### src/rtl/coin_credit_ctrl_if.sv
// Bundle of vending-machine front-end signals: raw buttons and price in, credit/change/status out.
// The master side drives buttons and price; the controller is the slave.
interface coin_credit_ctrl_if;
    logic [3:0] COIN_N;
    logic       CANCEL_N;
    logic       VEND_SW;
    logic [3:0] PRICE;
    logic [4:0] CREDIT;
    logic [4:0] CHANGE;
    logic       DISPENSE;
    logic       REFUND;
    logic       REJECT;
    logic       DENY;
    logic       BUSY;

    modport master (
        output COIN_N, CANCEL_N, VEND_SW, PRICE,
        input  CREDIT, CHANGE, DISPENSE, REFUND, REJECT, DENY, BUSY
    );

    modport slave (
        input  COIN_N, CANCEL_N, VEND_SW, PRICE,
        output CREDIT, CHANGE, DISPENSE, REFUND, REJECT, DENY, BUSY
    );
endinterface

### src/rtl/coin_credit_ctrl.sv
// Coin/cancel/vend front end: synchronizes and debounces buttons, accumulates credit
// and sequences the timed dispense/refund indication.
//
// state | meaning
// IDLE  | accepting coins, cancel and vend requests
// VEND  | DISPENSE held for HOLD_CYCLES, then credit cleared
// RFND  | REFUND held for HOLD_CYCLES, then credit cleared
module coin_credit_ctrl #(
    parameter int DEBOUNCE_CYCLES = 250000,
    parameter int DB_W            = 18,
    parameter int HOLD_CYCLES     = 50000000,
    parameter int HOLD_W          = 26
) (
    input logic               CLOCK_50,
    input logic               RST,
    coin_credit_ctrl_if.slave bus
);

    typedef enum logic [1:0] {IDLE, VEND, RFND} state_t;

    localparam int NCH = 6;
    localparam logic [DB_W-1:0]   DB_LAST   = DB_W'(DEBOUNCE_CYCLES - 1);
    localparam logic [HOLD_W-1:0] HOLD_LAST = HOLD_W'(HOLD_CYCLES - 1);

    // Channel order in pressed polarity: [3:0] coins, [4] cancel, [5] vend switch.
    logic [NCH-1:0]  raw;
    logic [NCH-1:0]  sync1;
    logic [NCH-1:0]  sync2;
    logic [NCH-1:0]  stable;
    logic [NCH-1:0]  arm;
    logic [NCH-1:0]  evt;
    logic [DB_W-1:0] cnt [NCH];

    state_t            state;
    logic [HOLD_W-1:0] hold_cnt;
    logic [4:0]        credit;
    logic [4:0]        change;
    logic              dispense;
    logic              refund;
    logic              reject;
    logic              deny;
    logic              busy;

    logic [3:0] coin_evt;
    logic       cancel_evt;
    logic       vend_evt;
    logic       coin_one;
    logic [4:0] coin_val;
    logic [5:0] coin_sum;

    assign raw = {bus.VEND_SW, ~bus.CANCEL_N, ~bus.COIN_N};

    always_ff @(posedge CLOCK_50) begin
        sync1 <= raw;
        sync2 <= sync1;
    end

    // A channel stays disarmed after reset until it has been seen released for a full
    // debounce window, so a button held through reset cannot raise an event.
    always_ff @(posedge CLOCK_50) begin
        if (RST) begin
            stable <= '0;
            arm    <= '0;
            evt    <= '0;
            for (int i = 0; i < NCH; i++) begin
                cnt[i] <= '0;
            end
        end else begin
            for (int i = 0; i < NCH; i++) begin
                evt[i] <= 1'b0;
                if (!arm[i]) begin
                    if (sync2[i]) begin
                        cnt[i] <= '0;
                    end else if (cnt[i] == DB_LAST) begin
                        arm[i] <= 1'b1;
                        cnt[i] <= '0;
                    end else begin
                        cnt[i] <= cnt[i] + 1'b1;
                    end
                end else if (sync2[i] != stable[i]) begin
                    if (cnt[i] == DB_LAST) begin
                        stable[i] <= sync2[i];
                        evt[i]    <= sync2[i];
                        cnt[i]    <= '0;
                    end else begin
                        cnt[i] <= cnt[i] + 1'b1;
                    end
                end else begin
                    cnt[i] <= '0;
                end
            end
        end
    end

    assign coin_evt   = evt[3:0];
    assign cancel_evt = evt[4];
    assign vend_evt   = evt[5];
    assign coin_one   = $onehot(coin_evt);

    always_comb begin
        coin_val = 5'd0;
        if (coin_evt[0]) begin
            coin_val = 5'd1;
        end else if (coin_evt[1]) begin
            coin_val = 5'd2;
        end else if (coin_evt[2]) begin
            coin_val = 5'd5;
        end else if (coin_evt[3]) begin
            coin_val = 5'd10;
        end
    end

    // One bit wider so an overflowing insert can be refused instead of wrapping.
    assign coin_sum = {1'b0, credit} + {1'b0, coin_val};

    always_ff @(posedge CLOCK_50) begin
        if (RST) begin
            state    <= IDLE;
            hold_cnt <= '0;
            credit   <= '0;
            change   <= '0;
            dispense <= 1'b0;
            refund   <= 1'b0;
            reject   <= 1'b0;
            deny     <= 1'b0;
            busy     <= 1'b0;
        end else begin
            reject <= 1'b0;
            deny   <= 1'b0;
            case (state)
                IDLE: begin
                    if (cancel_evt && credit != 5'd0) begin
                        change   <= credit;
                        refund   <= 1'b1;
                        busy     <= 1'b1;
                        hold_cnt <= HOLD_LAST;
                        state    <= RFND;
                        reject   <= |coin_evt;
                    end else if (vend_evt) begin
                        reject <= |coin_evt;
                        if (bus.PRICE != 4'd0 && credit >= {1'b0, bus.PRICE}) begin
                            change   <= credit - {1'b0, bus.PRICE};
                            dispense <= 1'b1;
                            busy     <= 1'b1;
                            hold_cnt <= HOLD_LAST;
                            state    <= VEND;
                        end else begin
                            deny <= 1'b1;
                        end
                    end else if (|coin_evt) begin
                        if (coin_one && coin_sum <= 6'd31) begin
                            credit <= coin_sum[4:0];
                            change <= 5'd0;
                        end else begin
                            reject <= 1'b1;
                        end
                    end
                end
                VEND, RFND: begin
                    reject <= |coin_evt;
                    if (hold_cnt == '0) begin
                        credit   <= 5'd0;
                        dispense <= 1'b0;
                        refund   <= 1'b0;
                        busy     <= 1'b0;
                        state    <= IDLE;
                    end else begin
                        hold_cnt <= hold_cnt - 1'b1;
                    end
                end
                default: state <= IDLE;
            endcase
        end
    end

    assign bus.CREDIT   = credit;
    assign bus.CHANGE   = change;
    assign bus.DISPENSE = dispense;
    assign bus.REFUND   = refund;
    assign bus.REJECT   = reject;
    assign bus.DENY     = deny;
    assign bus.BUSY     = busy;

endmodule

### src/flat_wrapper.sv
// flat-port wrapper written by rule: the top's interface ports become plain ports
module coin_credit_ctrl_flat 
#(
    parameter int DEBOUNCE_CYCLES = 250000,
    parameter int DB_W            = 18,
    parameter int HOLD_CYCLES     = 50000000,
    parameter int HOLD_W          = 26
)
  (CLOCK_50, RST, bus_COIN_N, bus_CANCEL_N, bus_VEND_SW, bus_PRICE, bus_CREDIT, bus_CHANGE, bus_DISPENSE, bus_REFUND, bus_REJECT, bus_DENY, bus_BUSY);
  coin_credit_ctrl_if bus_i ();
  input logic CLOCK_50;
  input logic RST;
  input wire logic [$bits(bus_i.COIN_N)-1:0] bus_COIN_N;
  input wire logic [$bits(bus_i.CANCEL_N)-1:0] bus_CANCEL_N;
  input wire logic [$bits(bus_i.VEND_SW)-1:0] bus_VEND_SW;
  input wire logic [$bits(bus_i.PRICE)-1:0] bus_PRICE;
  output wire logic [$bits(bus_i.CREDIT)-1:0] bus_CREDIT;
  output wire logic [$bits(bus_i.CHANGE)-1:0] bus_CHANGE;
  output wire logic [$bits(bus_i.DISPENSE)-1:0] bus_DISPENSE;
  output wire logic [$bits(bus_i.REFUND)-1:0] bus_REFUND;
  output wire logic [$bits(bus_i.REJECT)-1:0] bus_REJECT;
  output wire logic [$bits(bus_i.DENY)-1:0] bus_DENY;
  output wire logic [$bits(bus_i.BUSY)-1:0] bus_BUSY;
  assign bus_i.COIN_N = bus_COIN_N;
  assign bus_i.CANCEL_N = bus_CANCEL_N;
  assign bus_i.VEND_SW = bus_VEND_SW;
  assign bus_i.PRICE = bus_PRICE;
  assign bus_CREDIT = bus_i.CREDIT;
  assign bus_CHANGE = bus_i.CHANGE;
  assign bus_DISPENSE = bus_i.DISPENSE;
  assign bus_REFUND = bus_i.REFUND;
  assign bus_REJECT = bus_i.REJECT;
  assign bus_DENY = bus_i.DENY;
  assign bus_BUSY = bus_i.BUSY;
  coin_credit_ctrl #(.DEBOUNCE_CYCLES(DEBOUNCE_CYCLES), .DB_W(DB_W), .HOLD_CYCLES(HOLD_CYCLES), .HOLD_W(HOLD_W)) u_core (.CLOCK_50(CLOCK_50), .RST(RST), .bus(bus_i));
endmodule
### config.mk
export PLATFORM = sky130hd
export DESIGN_NAME = coin_credit_ctrl_flat
export DESIGN_NICKNAME = d
export VERILOG_FILES = /design/src/rtl/coin_credit_ctrl_if.sv /design/src/rtl/coin_credit_ctrl.sv /design/src/flat_wrapper.sv
export SDC_FILE = /design/constraint.sdc
export NUM_CORES = 1
export LEC_CHECK = 0
export CAP_MARGIN = 5
export CORE_MARGIN = 2
export CORE_UTILIZATION = 65
export DETAILED_ROUTE_END_ITERATION = 7
export HOLD_SLACK_MARGIN = 0.15
export PLACE_DENSITY = 0.92
export SLEW_MARGIN = 20
export SYNTH_ARGS = -nofsm -noshare
export SYNTH_HDL_FRONTEND = slang
export SYNTH_SLANG_ARGS = --single-unit
### constraint.sdc
create_clock -name CLOCK_50 -period 5.7 [get_ports CLOCK_50]
set_clock_uncertainty 0.05 [all_clocks]
set_input_delay 1.71 -clock CLOCK_50 [delete_from_list [all_inputs] [get_ports CLOCK_50]]
set_output_delay 1.71 -clock CLOCK_50 [all_outputs]
set_load 0.01 [all_outputs]
==> results of run 1 <==
[report_power, final]
group          internal, mW  total (mW)  switching [mW]
Clock                 0.643        1.14           0.496
Combinational        0.0535       0.130          0.0767
Sequential             1.44        1.49          0.0516
[cell type report]
class	count	share of cell area, %
multi-input cells	837	45.93
well taps	184	2.102
clock buffers	19	3.952
flip-flops and latches	181	42.95
clock inverters	13	1.234
inverters	42	1.439
repair buffers	27	2.399
[metrics by stage]
| stage | power (mW) | util, % | hold WS, ns | area, sq um |
|---|---|---|---|---|
| 6_report | 2.758 | 75.37 | 0.2772 | 10950 |
| 3_3_place_gp | 1.632 | 71.43 | 0.2610 | 10380 |
| 3_5_place_dp | 1.640 | 71.46 | 0.2621 | 10390 |
| 5_1_grt | 2.843 | 75.37 | 0.2822 | 10950 |
| 2_1_floorplan | 1.601 | - | 0.2596 | 10040 |
| 4_1_cts | 2.765 | 75.37 | 0.2769 | 10950 |
[sequential cells by signal, summed over array words and instances (netlist names), 2 cells and up]
| register | flops |
|---|---|
| u_core.state | 2 |
| u_core.sync2 | 6 |
| u_core.arm | 6 |
| u_core.cnt | 108 |
| u_core.bus.CHANGE | 5 |
| u_core.stable | 6 |
| u_core.bus.CREDIT | 5 |
| u_core.evt | 6 |
| u_core.sync1 | 6 |
| u_core.hold_cnt | 26 |
[path summary, 6_finish.rpt]
check             cells after the start       startpoint  slack, ns                   to
setup reg to reg                      7  u_core.state[0]       2.74   u_core.hold_cnt[8]
hold / removal                        0  u_core.sync1[4]       0.28      u_core.sync2[4]
setup / recovery                      8     bus_PRICE[2]       1.65  u_core.hold_cnt[21]
hold reg to reg                       0  u_core.sync1[4]       0.28      u_core.sync2[4]
[cell families after synthesis]
kind of cell | synth area share, %
compound gates | 8.713
xor+xnor | 9.635
fa+ha+maj | 3.610
buf+inv | 3.181
flops | 48.82
mux | 0.6233
other cells | 0.03892
simple gates | 25.37
[routing by layer]
layer  vias to the layer above  track usage [%]  part of all wire, %
met1                      3620            33.31                   44
met2                       256            42.96                   49
met4                         0            9.825                  2.1
li1                       3754                -                    -
met3                        42            6.160                  5.4
met5                         -                0                    0
[synth_stat cells (all sizes together) (16+ instances only)]
cell / n
a21oi: 21
a31oi: 16
and3: 26
clkbuf: 22
dfxtp: 73
edfxtp: 108
ha: 23
inv: 42
nand2: 43
nand3: 66
nand4: 21
nor2: 158
nor3: 39
nor4: 27
o31ai: 18
or4: 16
xnor2: 56
xor2: 50
[critical path, cell delays in order]
cell and delay [ns]:
clkdlybuf4s50_1 0.49, inv_1 0.05, ha_1 0.36, o21ai_0 0.14
a21o_2 0.27, o31a_2 0.55, or4_1 0.57, a31oi_1 0.19
==> metrics.cfg, run 1 <==
[run_status]
outcome = completed

[timing]
setup-tns-final_ns = 0
rsz0062_at_grt = no
period_needed_ns = 4.051
slew_headroom_pct = 34.75
setup_ws_ns = 1.649
post-route-period-util_pct = 71.07
setup_viol = 0
fmax_mhz = 246.8
finalHoldViolations = 0
worst_slew_pin_slew_ns = 0.9661
slew_violations = 0

[synthesis]
synthArstFlopShare_pct = 0
netlist.area_leader.share_pct = 33.66
ys_seq_elements = 181
synth_cell_types = 59
synth_area_sq_mm = 0.009635
postSynthCellCount = 981
ys.flop_type = edfxtp_1
synth-edff-count = 108
yosysSeqAreaShare_pct = 48.82
synth_area_leaders = edfxtp_1, dfxtp_1, nor2_1
synth_area_per_cell_sq_um = 9.822
yosys.area.top_type = edfxtp_1
ys_warn_count = 0

[clock_tree]
cts_root_buffer = clkbuf_16
hold_buffers = 0
clk_pin_slew_ns = 0.06
cts_sinks = 181
worstSkewPairLatency_ns = 0.43
cts_max_level = 4
cts_buffer_depth = 2
cts_buffers = 17
cts_tree = built
cts_setup_buffers = 0
cts_resized = 0

[floorplanning]
initial_utilization_pct = 66.30
die_y_um = 125.8
die_w_um = 125.8
fp-row-count = 44
ios = 27
core_area_sq_mm = 0.01453
die_area_sq_mm = 0.01581

[placement]
place_ws_ns = 1.268
post-place-cells = 1271
routabilityCongestion = 0.8725
numPortBuffers = 26
hpwl_um = 13520

[finish]
layout-drive-gt1-share_pct = 4.379
multiInputGateArea_sq_mm = 0.005031
final_cell_mix = nor2_1, edfxtp_1, conb_1
final_common_cell = nor2_1
final_cells = 1303
seqCellArea_sq_mm = 0.004705
num_antenna_cells = 0
fillers = 973
syn2layout_area_growth_pct = 13.69
nets = 1144

[power]
vdd_drop_max_v = 0.0002258
leakagePower_nw = 4.026
powerDensity_mw_per_mm2 = 251.8

[drt]
drt-initial-drc-count = 827
wirelength_um = 19920
ant_nets = 0
viasPerCell = 5.888
wl_per_cell_um = 15.29
vias = 7672
drc = 0
first_pass_iters = 5

[worst_setup_path]
cp_data_required_time_ns = 6.00
crit_type = primary input to flip-flop
arrival_ns = 4.35
crit_fanout = 34
crit_path_start_kind = primary input
cp-end-kind = flip-flop

[global_routing]
grt_pass1_vias = 7275
overflow = 0
grt_antenna_before_repair = 0
gr-usage-all-layers_pct = 25.92
grt_max_degree = 50
grt_pass1_wl_um = 33640

[hold_path]
min_path_type = flip-flop to flip-flop

[job]
maxCapViolCount = 0

(Power assumes the default switching activity.)
==> inputs of run 2 (changes only) <==
CORE_UTILIZATION = 56   (was 65)
PLACE_DENSITY = 0.85   (was 0.92)
clock period = 3.5 ns   (was 5.7 ns; I/O delays follow)
==> run 2 against run 1 <==
  * First-iteration DRC count fell by 32%
  * Total power rose by 57%
  * Register-to-register slack got worse by 2.2 ns
  * Via count fell by 0.44%
  * Design area rose by 1.1%
  * Non-clock buffer count rose by 18
  * Largest cell class unchanged
  * Highest routed layer unchanged
==> metrics.cfg, run 2 (synthesis gave the netlist of run 1 again) <==
[run_status]
outcome = completed

[floorplanning]
die_area_sq_mm = 0.01827  ; +16%
core_area_sq_mm = 0.01670  ; +15%
initial_utilization_pct = 57.69  ; -8.6 points
die_w_um = 135.2  ; +7.5%
ios = 27  ; unchanged
die_y_um = 135.2  ; +7.5%
fp-row-count = 47  ; +6.8%

[hold_path]
worstHoldStart = u_core.sync1[4]
hold_end = u_core.sync2[4]
hold_depth = 0  ; unchanged
min_path_type = flip-flop to flip-flop

[drt]
drt-initial-drc-count = 562  ; -32%
drc = 0  ; unchanged
wirelength_um = 19630  ; -1.5%
wl_per_cell_um = 14.47  ; -5.4%
first_pass_iters = 8  ; +3
ant_nets = 0  ; unchanged
vias = 7638  ; -0.44%
viasPerCell = 5.629  ; -4.4%

[placement]
hpwl_um = 13830  ; +2.3%
routabilityCongestion = 0.8945  ; +2.5%
post-place-cells = 1325  ; +4.2%
place_ws_ns = -0.07843  ; -1.347 ns
numPortBuffers = 26  ; unchanged

[timing]
finalHoldViolations = 0  ; unchanged
setup_ws_ns = 0.3495  ; -1.299 ns
fmax_mhz = 317.4
period_needed_ns = 3.151
worst_slew_pin_slew_ns = 0.7146  ; -0.2515 ns
rsz0062_at_grt = no
setup_viol = 0  ; unchanged
slew_headroom_pct = 51.92  ; +17 points
slew_violations = 0  ; unchanged
post-route-period-util_pct = 90.02

[worst_setup_path]
arrival_ns = 3.42  ; -0.93 ns
r2r_slack_ns = 0.52  ; -2.22 ns
r2r_start = u_core.evt[1]
rr_endpoint = u_core.bus.CREDIT[2]
cp_data_required_time_ns = 3.77  ; -2.23 ns
crit_type = primary input to flip-flop
crit_fanout = 26  ; -24%
crit_path_start_kind = primary input
cp-end-kind = flip-flop
reg2reg_depth = 9  ; +2

[clock_tree]
cts_buffers = 17  ; unchanged
hold_buffers = 0  ; unchanged
cts_root_buffer = clkbuf_16
cts_resized = 0  ; unchanged
clk_pin_slew_ns = 0.06  ; about the same
worstSkewPairLatency_ns = 0.43  ; about the same
cts_setup_buffers = 0  ; unchanged
cts_sinks = 181  ; unchanged
cts_buffer_depth = 2  ; unchanged
cts_max_level = 4  ; unchanged
cts_tree = built

[global_routing]
grt_pass1_wl_um = 33380  ; -0.78%
grt_pass1_vias = 7467  ; +2.6%
overflow = 0  ; unchanged
gr-usage-all-layers_pct = 22.60  ; -3.3 points
grt_max_degree = 27  ; -46%
grt_antenna_before_repair = 0  ; unchanged

[power]
vdd_drop_max_v = 0.0003808  ; +69%
powerDensity_mw_per_mm2 = 392.0  ; +56%
leakagePower_nw = 4.086  ; +1.5%

[finish]
seqCellArea_sq_mm = 0.004705  ; unchanged
layout-drive-gt1-share_pct = 5.453  ; +1.1 points
final_common_cell = nor2_1
regMostFlops = u_core.cnt
final_cells = 1357  ; +4.1%
reg_top3 = u_core.cnt: 108 flops, u_core.hold_cnt: 26 flops
final_cell_mix = nor2_1, edfxtp_1, conb_1
fillers = 1334  ; +37%
num_antenna_cells = 0  ; unchanged
largest_reg_flops = 108  ; unchanged
multiInputGateArea_sq_mm = 0.005026  ; about the same
nets = 1162  ; +1.6%
syn2layout_area_growth_pct = 14.93

[job]
maxCapViolCount = 0  ; unchanged

run 2: stage by stage:
| stage | power, mW | cell area, sq um | hold slack, ns | util (%) | setup TNS [ns] |
|---|---|---|---|---|---|
| 6_report | 4.342 | 11070 | 0.2774 | 66.31 | 0 |
| 5_1_grt | 4.498 | 11070 | 0.2854 | 66.31 | 0 |
| 4_1_cts | 4.373 | 11070 | 0.2799 | 66.31 | 0 |
| 3_5_place_dp | 2.682 | 10560 | 0.2651 | 63.24 | -0.5146 |
| 3_3_place_gp | 2.672 | 10560 | 0.2632 | 63.24 | 0 |
| 2_1_floorplan | 2.607 | 10040 | 0.2596 | - | 0 |
run 2: metal layers:
metal	up-vias	track usage (%)	part of all wire, %
met4	0	9.664	2.6
met1	3612	28.21	44
met3	48	5.051	4.4
li1	3775	-	-
met2	203	37.96	49
met5	-	0	0
run 2: final cells by class:
cell class / count / share of cell area (%)
tap: 220 / 2.486
timing repair buffer: 45 / 3.593
clock inverter: 10 / 0.5310
inverter: 42 / 1.424
clock buffer: 22 / 4.101
sequential: 181 / 42.48
multi-input combinational: 837 / 45.38
run 2: worst max-delay path, stage by stage:
cell and delay [ns]:
clkdlybuf4s50_1 0.49, inv_1 0.05, ha_1 0.20, nor4_1 0.36
o21a_1 0.22, o31a_2 0.46, buf_4 0.22, nor4_1 0.06
nor4_1 0.29
run 2: how the worst max path moves through the flow:
stage / startpoint / end / cells after the start
after floorplan: bus_PRICE[2] / u_core.hold_cnt[17] / 8
after global placement: bus_PRICE[2] / u_core.hold_cnt[21] / 8
after detailed placement: bus_PRICE[3] / u_core.hold_cnt[23] / 8
after CTS: bus_PRICE[2] / u_core.hold_cnt[22] / 9
after global routing: bus_PRICE[2] / u_core.hold_cnt[22] / 9
final: bus_PRICE[2] / u_core.hold_cnt[22] / 9
run 2: power by group:
group	total (mW)	switching [mW]	internal (mW)
registers	2.42	0.0821	2.34
clock network	1.70	0.780	0.917
logic	0.222	0.126	0.0957
